File: src/rtl/alu_op_sequencer_if.sv
// alu_op_sequencer_if: command, response, ALU and debug signals between host, sequencer and ALU.
interface alu_op_sequencer_if #(
    parameter int DATA_W = 8,
    parameter int REG_AW = 2
);
    logic              cmd_valid;
    logic              cmd_ready;
    logic              cmd_ldi;
    logic [1:0]        cmd_op;
    logic [REG_AW-1:0] cmd_rd;
    logic [REG_AW-1:0] cmd_rs1;
    logic [REG_AW-1:0] cmd_rs2;
    logic [DATA_W-1:0] cmd_imm;
    logic [DATA_W-1:0] alu_a;
    logic [DATA_W-1:0] alu_b;
    logic [1:0]        alu_ctrl;
    logic [DATA_W-1:0] alu_res;
    logic              rsp_valid;
    logic              rsp_ready;
    logic [DATA_W-1:0] rsp_data;
    logic              rsp_zero;
    logic [REG_AW-1:0] dbg_addr;
    logic [DATA_W-1:0] dbg_data;
    modport master (
        output cmd_valid, cmd_ldi, cmd_op, cmd_rd, cmd_rs1, cmd_rs2, cmd_imm,
        output rsp_ready, alu_res, dbg_addr,
        input  cmd_ready, alu_a, alu_b, alu_ctrl, rsp_valid, rsp_data, rsp_zero, dbg_data
    );
    modport slave (
        input  cmd_valid, cmd_ldi, cmd_op, cmd_rd, cmd_rs1, cmd_rs2, cmd_imm,
        input  rsp_ready, alu_res, dbg_addr,
        output cmd_ready, alu_a, alu_b, alu_ctrl, rsp_valid, rsp_data, rsp_zero, dbg_data
    );
endinterface

File: src/rtl/alu_op_sequencer.sv
// alu_op_sequencer: runs LDI/ALU commands against a small register file and an external combinational ALU.
module alu_op_sequencer #(
    parameter int DATA_W = 8,
    parameter int NREG   = 4,
    parameter int REG_AW = 2
) (
    input logic clk,
    input logic rst,
    alu_op_sequencer_if.slave bus
);
    typedef enum logic [1:0] {IDLE, READ, EXEC, RESP} state_t;
    state_t state, next;
    logic [DATA_W-1:0] regs [NREG];
    logic              ldi;
    logic [1:0]        op;
    logic [REG_AW-1:0] rd, rs1, rs2;
    logic [DATA_W-1:0] imm;
    logic [DATA_W-1:0] wb;
    logic              accept;
    assign accept        = bus.cmd_valid & bus.cmd_ready;
    assign wb            = ldi ? imm : bus.alu_res;
    assign bus.cmd_ready = (state == IDLE) && !rst;
    assign bus.rsp_valid = (state == RESP);
    assign bus.dbg_data  = regs[bus.dbg_addr];
    always_comb begin
        next = state;
        next = (state == IDLE) ? (accept ? (bus.cmd_ldi ? EXEC : READ) : IDLE) :
               (state == READ) ? EXEC :
               (state == EXEC) ? RESP :
               (bus.rsp_ready ? IDLE : RESP);
    end
    always_ff @(posedge clk) begin
        if (rst) begin
            state        <= IDLE;
            for (int i = 0; i < NREG; i++) regs[i] <= '0;
            bus.alu_a    <= '0;
            bus.alu_b    <= '0;
            bus.alu_ctrl <= 2'b00;
            bus.rsp_data <= '0;
            bus.rsp_zero <= 1'b0;
            ldi          <= 1'b0;
            op           <= 2'b00;
            rd           <= '0;
            rs1          <= '0;
            rs2          <= '0;
            imm          <= '0;
        end else begin
            state <= next;
            if (accept) begin
                ldi <= bus.cmd_ldi;
                op  <= bus.cmd_op;
                rd  <= bus.cmd_rd;
                rs1 <= bus.cmd_rs1;
                rs2 <= bus.cmd_rs2;
                imm <= bus.cmd_imm;
            end
            // operands captured before write-back, so rd aliasing rs1/rs2 sees the old value
            if (state == READ) begin
                bus.alu_a    <= regs[rs1];
                bus.alu_b    <= regs[rs2];
                bus.alu_ctrl <= op;
            end
            if (state == EXEC) begin
                regs[rd]     <= wb;
                bus.rsp_data <= wb;
                bus.rsp_zero <= (wb == '0);
            end
        end
    end
endmodule

File: src/flat_wrapper.sv
// flat-port wrapper written by rule: the top's interface ports become plain ports
module alu_op_sequencer_flat 
#(
    parameter int DATA_W = 8,
    parameter int NREG   = 4,
    parameter int REG_AW = 2
)
  (clk, rst, bus_cmd_valid, bus_cmd_ldi, bus_cmd_op, bus_cmd_rd, bus_cmd_rs1, bus_cmd_rs2, bus_cmd_imm, bus_rsp_ready, bus_alu_res, bus_dbg_addr, bus_cmd_ready, bus_alu_a, bus_alu_b, bus_alu_ctrl, bus_rsp_valid, bus_rsp_data, bus_rsp_zero, bus_dbg_data);
  alu_op_sequencer_if #(.DATA_W(DATA_W), .REG_AW(REG_AW)) bus_i ();
  input logic clk;
  input logic rst;
  input wire logic [$bits(bus_i.cmd_valid)-1:0] bus_cmd_valid;
  input wire logic [$bits(bus_i.cmd_ldi)-1:0] bus_cmd_ldi;
  input wire logic [$bits(bus_i.cmd_op)-1:0] bus_cmd_op;
  input wire logic [$bits(bus_i.cmd_rd)-1:0] bus_cmd_rd;
  input wire logic [$bits(bus_i.cmd_rs1)-1:0] bus_cmd_rs1;
  input wire logic [$bits(bus_i.cmd_rs2)-1:0] bus_cmd_rs2;
  input wire logic [$bits(bus_i.cmd_imm)-1:0] bus_cmd_imm;
  input wire logic [$bits(bus_i.rsp_ready)-1:0] bus_rsp_ready;
  input wire logic [$bits(bus_i.alu_res)-1:0] bus_alu_res;
  input wire logic [$bits(bus_i.dbg_addr)-1:0] bus_dbg_addr;
  output wire logic [$bits(bus_i.cmd_ready)-1:0] bus_cmd_ready;
  output wire logic [$bits(bus_i.alu_a)-1:0] bus_alu_a;
  output wire logic [$bits(bus_i.alu_b)-1:0] bus_alu_b;
  output wire logic [$bits(bus_i.alu_ctrl)-1:0] bus_alu_ctrl;
  output wire logic [$bits(bus_i.rsp_valid)-1:0] bus_rsp_valid;
  output wire logic [$bits(bus_i.rsp_data)-1:0] bus_rsp_data;
  output wire logic [$bits(bus_i.rsp_zero)-1:0] bus_rsp_zero;
  output wire logic [$bits(bus_i.dbg_data)-1:0] bus_dbg_data;
  assign bus_i.cmd_valid = bus_cmd_valid;
  assign bus_i.cmd_ldi = bus_cmd_ldi;
  assign bus_i.cmd_op = bus_cmd_op;
  assign bus_i.cmd_rd = bus_cmd_rd;
  assign bus_i.cmd_rs1 = bus_cmd_rs1;
  assign bus_i.cmd_rs2 = bus_cmd_rs2;
  assign bus_i.cmd_imm = bus_cmd_imm;
  assign bus_i.rsp_ready = bus_rsp_ready;
  assign bus_i.alu_res = bus_alu_res;
  assign bus_i.dbg_addr = bus_dbg_addr;
  assign bus_cmd_ready = bus_i.cmd_ready;
  assign bus_alu_a = bus_i.alu_a;
  assign bus_alu_b = bus_i.alu_b;
  assign bus_alu_ctrl = bus_i.alu_ctrl;
  assign bus_rsp_valid = bus_i.rsp_valid;
  assign bus_rsp_data = bus_i.rsp_data;
  assign bus_rsp_zero = bus_i.rsp_zero;
  assign bus_dbg_data = bus_i.dbg_data;
  alu_op_sequencer #(.DATA_W(DATA_W), .NREG(NREG), .REG_AW(REG_AW)) u_core (.clk(clk), .rst(rst), .bus(bus_i));
endmodule
File: config.mk
export PLATFORM = sky130hd
export DESIGN_NAME = alu_op_sequencer_flat
export DESIGN_NICKNAME = d
export VERILOG_FILES = /design/src/rtl/alu_op_sequencer_if.sv /design/src/rtl/alu_op_sequencer.sv /design/src/flat_wrapper.sv
export SDC_FILE = /design/constraint.sdc
export NUM_CORES = 1
export LEC_CHECK = 0
export ABC_AREA = 1
export BUFFER_PORTS_ARGS = -buffer_cell sky130_fd_sc_hd__buf_2
export CAP_MARGIN = 15
export CELL_PAD_IN_SITES_DETAIL_PLACEMENT = 0
export CELL_PAD_IN_SITES_GLOBAL_PLACEMENT = 1
export CORE_UTILIZATION = 44
export DETAILED_ROUTE_END_ITERATION = 6
export PLACE_DENSITY_LB_ADDON = 0.1
export RECOVER_POWER = 50
export SYNTH_ARGS = -nofsm -noshare
export SYNTH_HDL_FRONTEND = slang
export SYNTH_SLANG_ARGS = --single-unit
File: constraint.sdc
create_clock -name clk -period 4 [get_ports clk]
set_input_delay 0.2 -clock clk [delete_from_list [all_inputs] [get_ports clk]]
set_output_delay 0.2 -clock clk [all_outputs]
set_load 0.05 [all_outputs]
# Word level (Yosys, flattened, before mapping)
# Memory sizes are Yosys's and may differ from the RTL's. A register that Yosys moved wholly into a read port is not among the register bits.
# Cells that the tools add are included.
[op_classes]
n_addsub = 0
multipliers = 0
div_mod_pow = 0
n_lt_le_gt_ge = 0
eq_ne = 3
n_shift = 0
mux = 15
n_bitwise = 1
n_reduce_logical = 5
[ops]
columns = ["cell", "n"]
rows = [
  ["2-to-1 mux 8 bit", 2],
  ["2-to-1 mux 2 bit", 7],
  ["logical NOT 8 bit", 1],
  ["OR reduction 8 bit", 1],
  ["2-to-1 mux 1 bit", 6],
  ["== test 2 bit (second input constant)", 2],
  ["== test 2 x 1 -> 1 bit (second input constant)", 1],
  ["logical NOT 2 bit", 1],
  ["AND 1 bit", 1],
  ["logical AND 1 bit", 1],
  ["logical NOT 1 bit", 1],
]
[word_totals]
ff_bits = 30
latchBits = 0
ram_bits = 32
mem_bits_ro = 0
in_bits = 31
out_inout_bits = 37
wordCells = 35
n_memories = 1
[memory_table]
columns = ["name", "depth", "width", "rd", "rd_ports_with_merged_regs", "write_ports", "line_no", "rtl"]
rows = [
  ["u_core.regs", 4, 8, 3, 2, 4, "alu_op_sequencer.sv:13", "logic [DATA_W-1:0] regs [NREG];"],
]

# Logic depth before layout (Yosys ltp)
[logic_depth]
depth_word = 6
depth_mapped = 8
ltp_nobuf = 7

# Worst setup path before layout
# Ideal clock, no wire load.
[synth_path]
path_kind = "input-to-output"
start = "input bus_dbg_addr[0]"
end = "output bus_dbg_data[6]"
arrival_ns = 1.548
t_required_ns = 3.800
slack_ns = 2.252
path_stages = 6
path_buffers = 2
path_cell_list = "buf_2 inv_1 buf_2 o21ai_0 a21oi_1 a21oi_1"
[synth_between]
elab_chain_len = 1
[synth_lines]
columns = ["element", "line_no", "rtl"]
rows = [
  ["start, declared", "flat_wrapper.sv:21", "input wire logic [$bits(bus_i.dbg_addr)-1:0] bus_dbg_addr;"],
  ["memory (4 x 8 bit)", "--", ""],
  ["end, declared", "flat_wrapper.sv:29", "output wire logic [$bits(bus_i.dbg_data)-1:0] bus_dbg_data;"],
]
# Every way passes these cells.

==> run_results.csv <==
group,metric,value,unit
worst_setup_path,cp-end-kind,"register",
grt,use_met2,32.67,%
power,switching_share,33.82,%
detailed_routing,routed_wl,8539,um
detailed_routing,dr.pass1.iters,4,
layout,area_growth,11.68,%
cts,clock_latency,340,ps
power,internal_power,1.199,mW
layout,regArea,1882,sq um
yosys,ys_ff_latch,78,
layout,nNetsFinal,562,
min_path,worst_hold_path_type,"in -> reg",
layout,layout-drive-gt1-share,11.38,%
cts,cts_hold_buf,0,
yosys,ys_seq_area_share,50.32,%
place,gp_congestion,0.8261,
floorplanning,start_util,45.52,%
floorplanning,coreArea,8217,sq um
grt,grt-ovfl-total,0,
worst_setup_path,worstSetupStartpointType,"register",
job,maxCapViolCount,0,
yosys,syn_inst,478,
power,leakagePower,1.802,nW
floorplanning,ios,68,
worst_setup_path,path_max_fanout,9,
timing,period_minus_slack,2307,ps
yosys,synth_top_area_cell,"edfxtp_1",
grt,antenna_found_initial,0,
layout,fillCellCount,844,
grt,grt_max_degree,36,
timing,fin_setup_tns,0,ps
timing,slew_headroom,20.39,%
timing,grt_setup_unrepaired,"no",
timing,hold_slack,113.5,ps
place,port-buffer-count,67,
cts,cts.htree.levels,3,
power,total_power,1.811,mW
power,power_frac_comb,18.6,%
worst_setup_path,required,4010,ps
timing,fmax,433.6,MHz
timing,finClkSkew,8.812,ps
floorplanning,rows,33,
cts,clkSlewWorstSetupHoldPaths,90,ps
grt,grt_pass1_wl,13880,um
worst_setup_path,path_class,"reg -> reg",
power,ir_worst_vdd,0.1839,mV
yosys,syn_area,3740,sq um
timing,tightest_slew,1194,ps
yosys,ys_types,27,
power,pwr_density_cell,433.6,nW/um^2
power,p_sw,0.6124,mW
yosys,synth.area.top_cells,"edfxtp_1 26%, dfxtp_1 25%, nand2_1 8.9%",
status,status,"finished, final reports clean",
layout,antennaDiodeCount,0,
floorplanning,die_area,8873,sq um
grt,grt_util_met1,28.23,%
power,power_frac_seq,51.3,%
cts,numCtsBuffers,9,
cts,cts_resized,0,
timing,slew_violations,0,
yosys,synthesis.nets,509,
detailed_routing,viasPerCell,4.983,
detailed_routing,initialDrtViolationCount,174,
floorplanning,die_h,94.20,um
detailed_routing,wl_per_cell,13.32,um
grt,grt_use_met3,4.045,%
grt,top_usage_layer,"met2",
cts,root_buffer,"clkbuf_8",
power,clkPwrFrac,30.1,%
grt,grt_usage,20.52,%
cts,numClockSinks,78,
grt,grt_pass1_vias,2811,
detailed_routing,antenna_left,0,
yosys,synth.avg_cell_area,7.824,sq um
floorplanning,die_x,94.20,um
timing,finalCritPeriodShare,57.66,%
timing,setup_violations,0,
cts,cts_buffer_depth,2,
worst_setup_path,cp.arrival,2320,ps
layout,multiInputGateArea,1440,sq um
yosys,yosys_warnings,0,
detailed_routing,drc,0,
cts,postCtsSetupBuffers,0,
detailed_routing,dr_total_vias,3194,
place,dpl.hpwl,6318,um
timing,report.final.hold_viol_count,0,
cts,cts_tree,"built",
yosys,synth_top_area_share,25.69,%
==> through the flow <==
stage | setup WS [ps] | utilization [%] | std cells | area (sq um)
after global routing | 1373 | 50.83 | 641 | 4177
final | 1693 | 50.83 | 641 | 4177
after global placement | 2222 | 49.55 | 625 | 4071
after CTS | 2288 | 51.73 | 641 | 4250
after floorplan | 2252 | - | 478 | 3740
after detailed placement | 2182 | 49.55 | 625 | 4071
==> metal layers <==
layer  part of all wire [%]  up-vias
li1                       -     1664
met1                     49     1446
met2                     46       78
met3                    4.2        6
met4                   0.75        0
met5                      0        -
==> worst paths after layout <==
path	cells after the start	slack (ps)	startpoint	to
hold reg to reg	2	460	u_core.bus.rsp_data[6]$_SDFFE_PP0P_	u_core.bus.rsp_data[6]$_SDFFE_PP0P_
setup reg to reg	6	1690	u_core.state[1]$_SDFF_PP0_	u_core.regs[0][2]$_SDFFCE_PN0P_
setup / recovery	6	1690	u_core.state[1]$_SDFF_PP0_	u_core.regs[0][2]$_SDFFCE_PN0P_
hold / removal	3	110	bus_cmd_rs1[1]	u_core.rs1[1]$_SDFFE_PP0P_
==> final cells by class <==
cell class                      instances  area share, %
Sequential cell                        78          45.06
Multi-Input combinational cell        310          34.48
Timing Repair Buffer                   67          7.160
Inverter                               65          5.872
Tap cell                              105          3.146
Clock buffer                            9          2.966
Clock inverter                          7          1.318
==> Yosys cell counts, drive strengths merged <==
library cell,number
clkbuf,8
nor3,1
o21ai,41
a41oi,1
o211ai,16
nor2,64
dfxtp,46
o21a,1
nand3,28
nand4,1
nand2,92
a31oi,1
buf,17
edfxtp,32
clkinv,1
a21oi,59
inv,64
or2,5
==> power groups by stage <==
stage          Combinational (mW)  Sequential, mW  Clock, mW
2_1_floorplan               0.209            1.00          0
3_3_place_gp                0.347           0.946          0
3_5_place_dp                0.350           0.947          0
4_1_cts                     0.351           0.929      0.560
5_1_grt                     0.375           0.937      0.588
6_report                    0.337           0.929      0.545
==> critical path: stages, from the launching register on <==
cell,delay (ps)
dfxtp_1,450
nand2_2,90
nor2_1,320
clkinvlp_2,420
nor2_8,160
nand2_1,190
nand2_1,330
==> flip-flops by register name, summed over array words and instances, names as in the netlist, 2 cells and up <==
signal               flops
u_core.rd                2
u_core.bus.alu_a         8
u_core.bus.rsp_data      8
u_core.op                2
u_core.rs1               2
u_core.regs             32
u_core.state             2
u_core.bus.alu_b         8
u_core.bus.alu_ctrl      2
u_core.rs2               2
u_core.imm               8
==> placed cells by master (no fill, tap or decap), drive strengths merged <==
master	count
nand2	92
inv	66
nor2	64
a21oi	59
dfxtp	46
o21ai	41
buf	38
clkbuf	38
edfxtp	32
nand3	28
o211ai	16
or2	5
clkinvlp	3
clkinv	3
nor3	1
a41oi	1
o21a	1
nand4	1
a31oi	1
==> cell families after synthesis <==
family,count (synthesis),share of synthesized area [%]
AO/OA/AOI/OAI,119,17.20
flip-flops,78,50.32
buffers and inverters,90,10.20
AND/OR/NAND/NOR,191,22.28
Power figures use the tool's default switching activity.
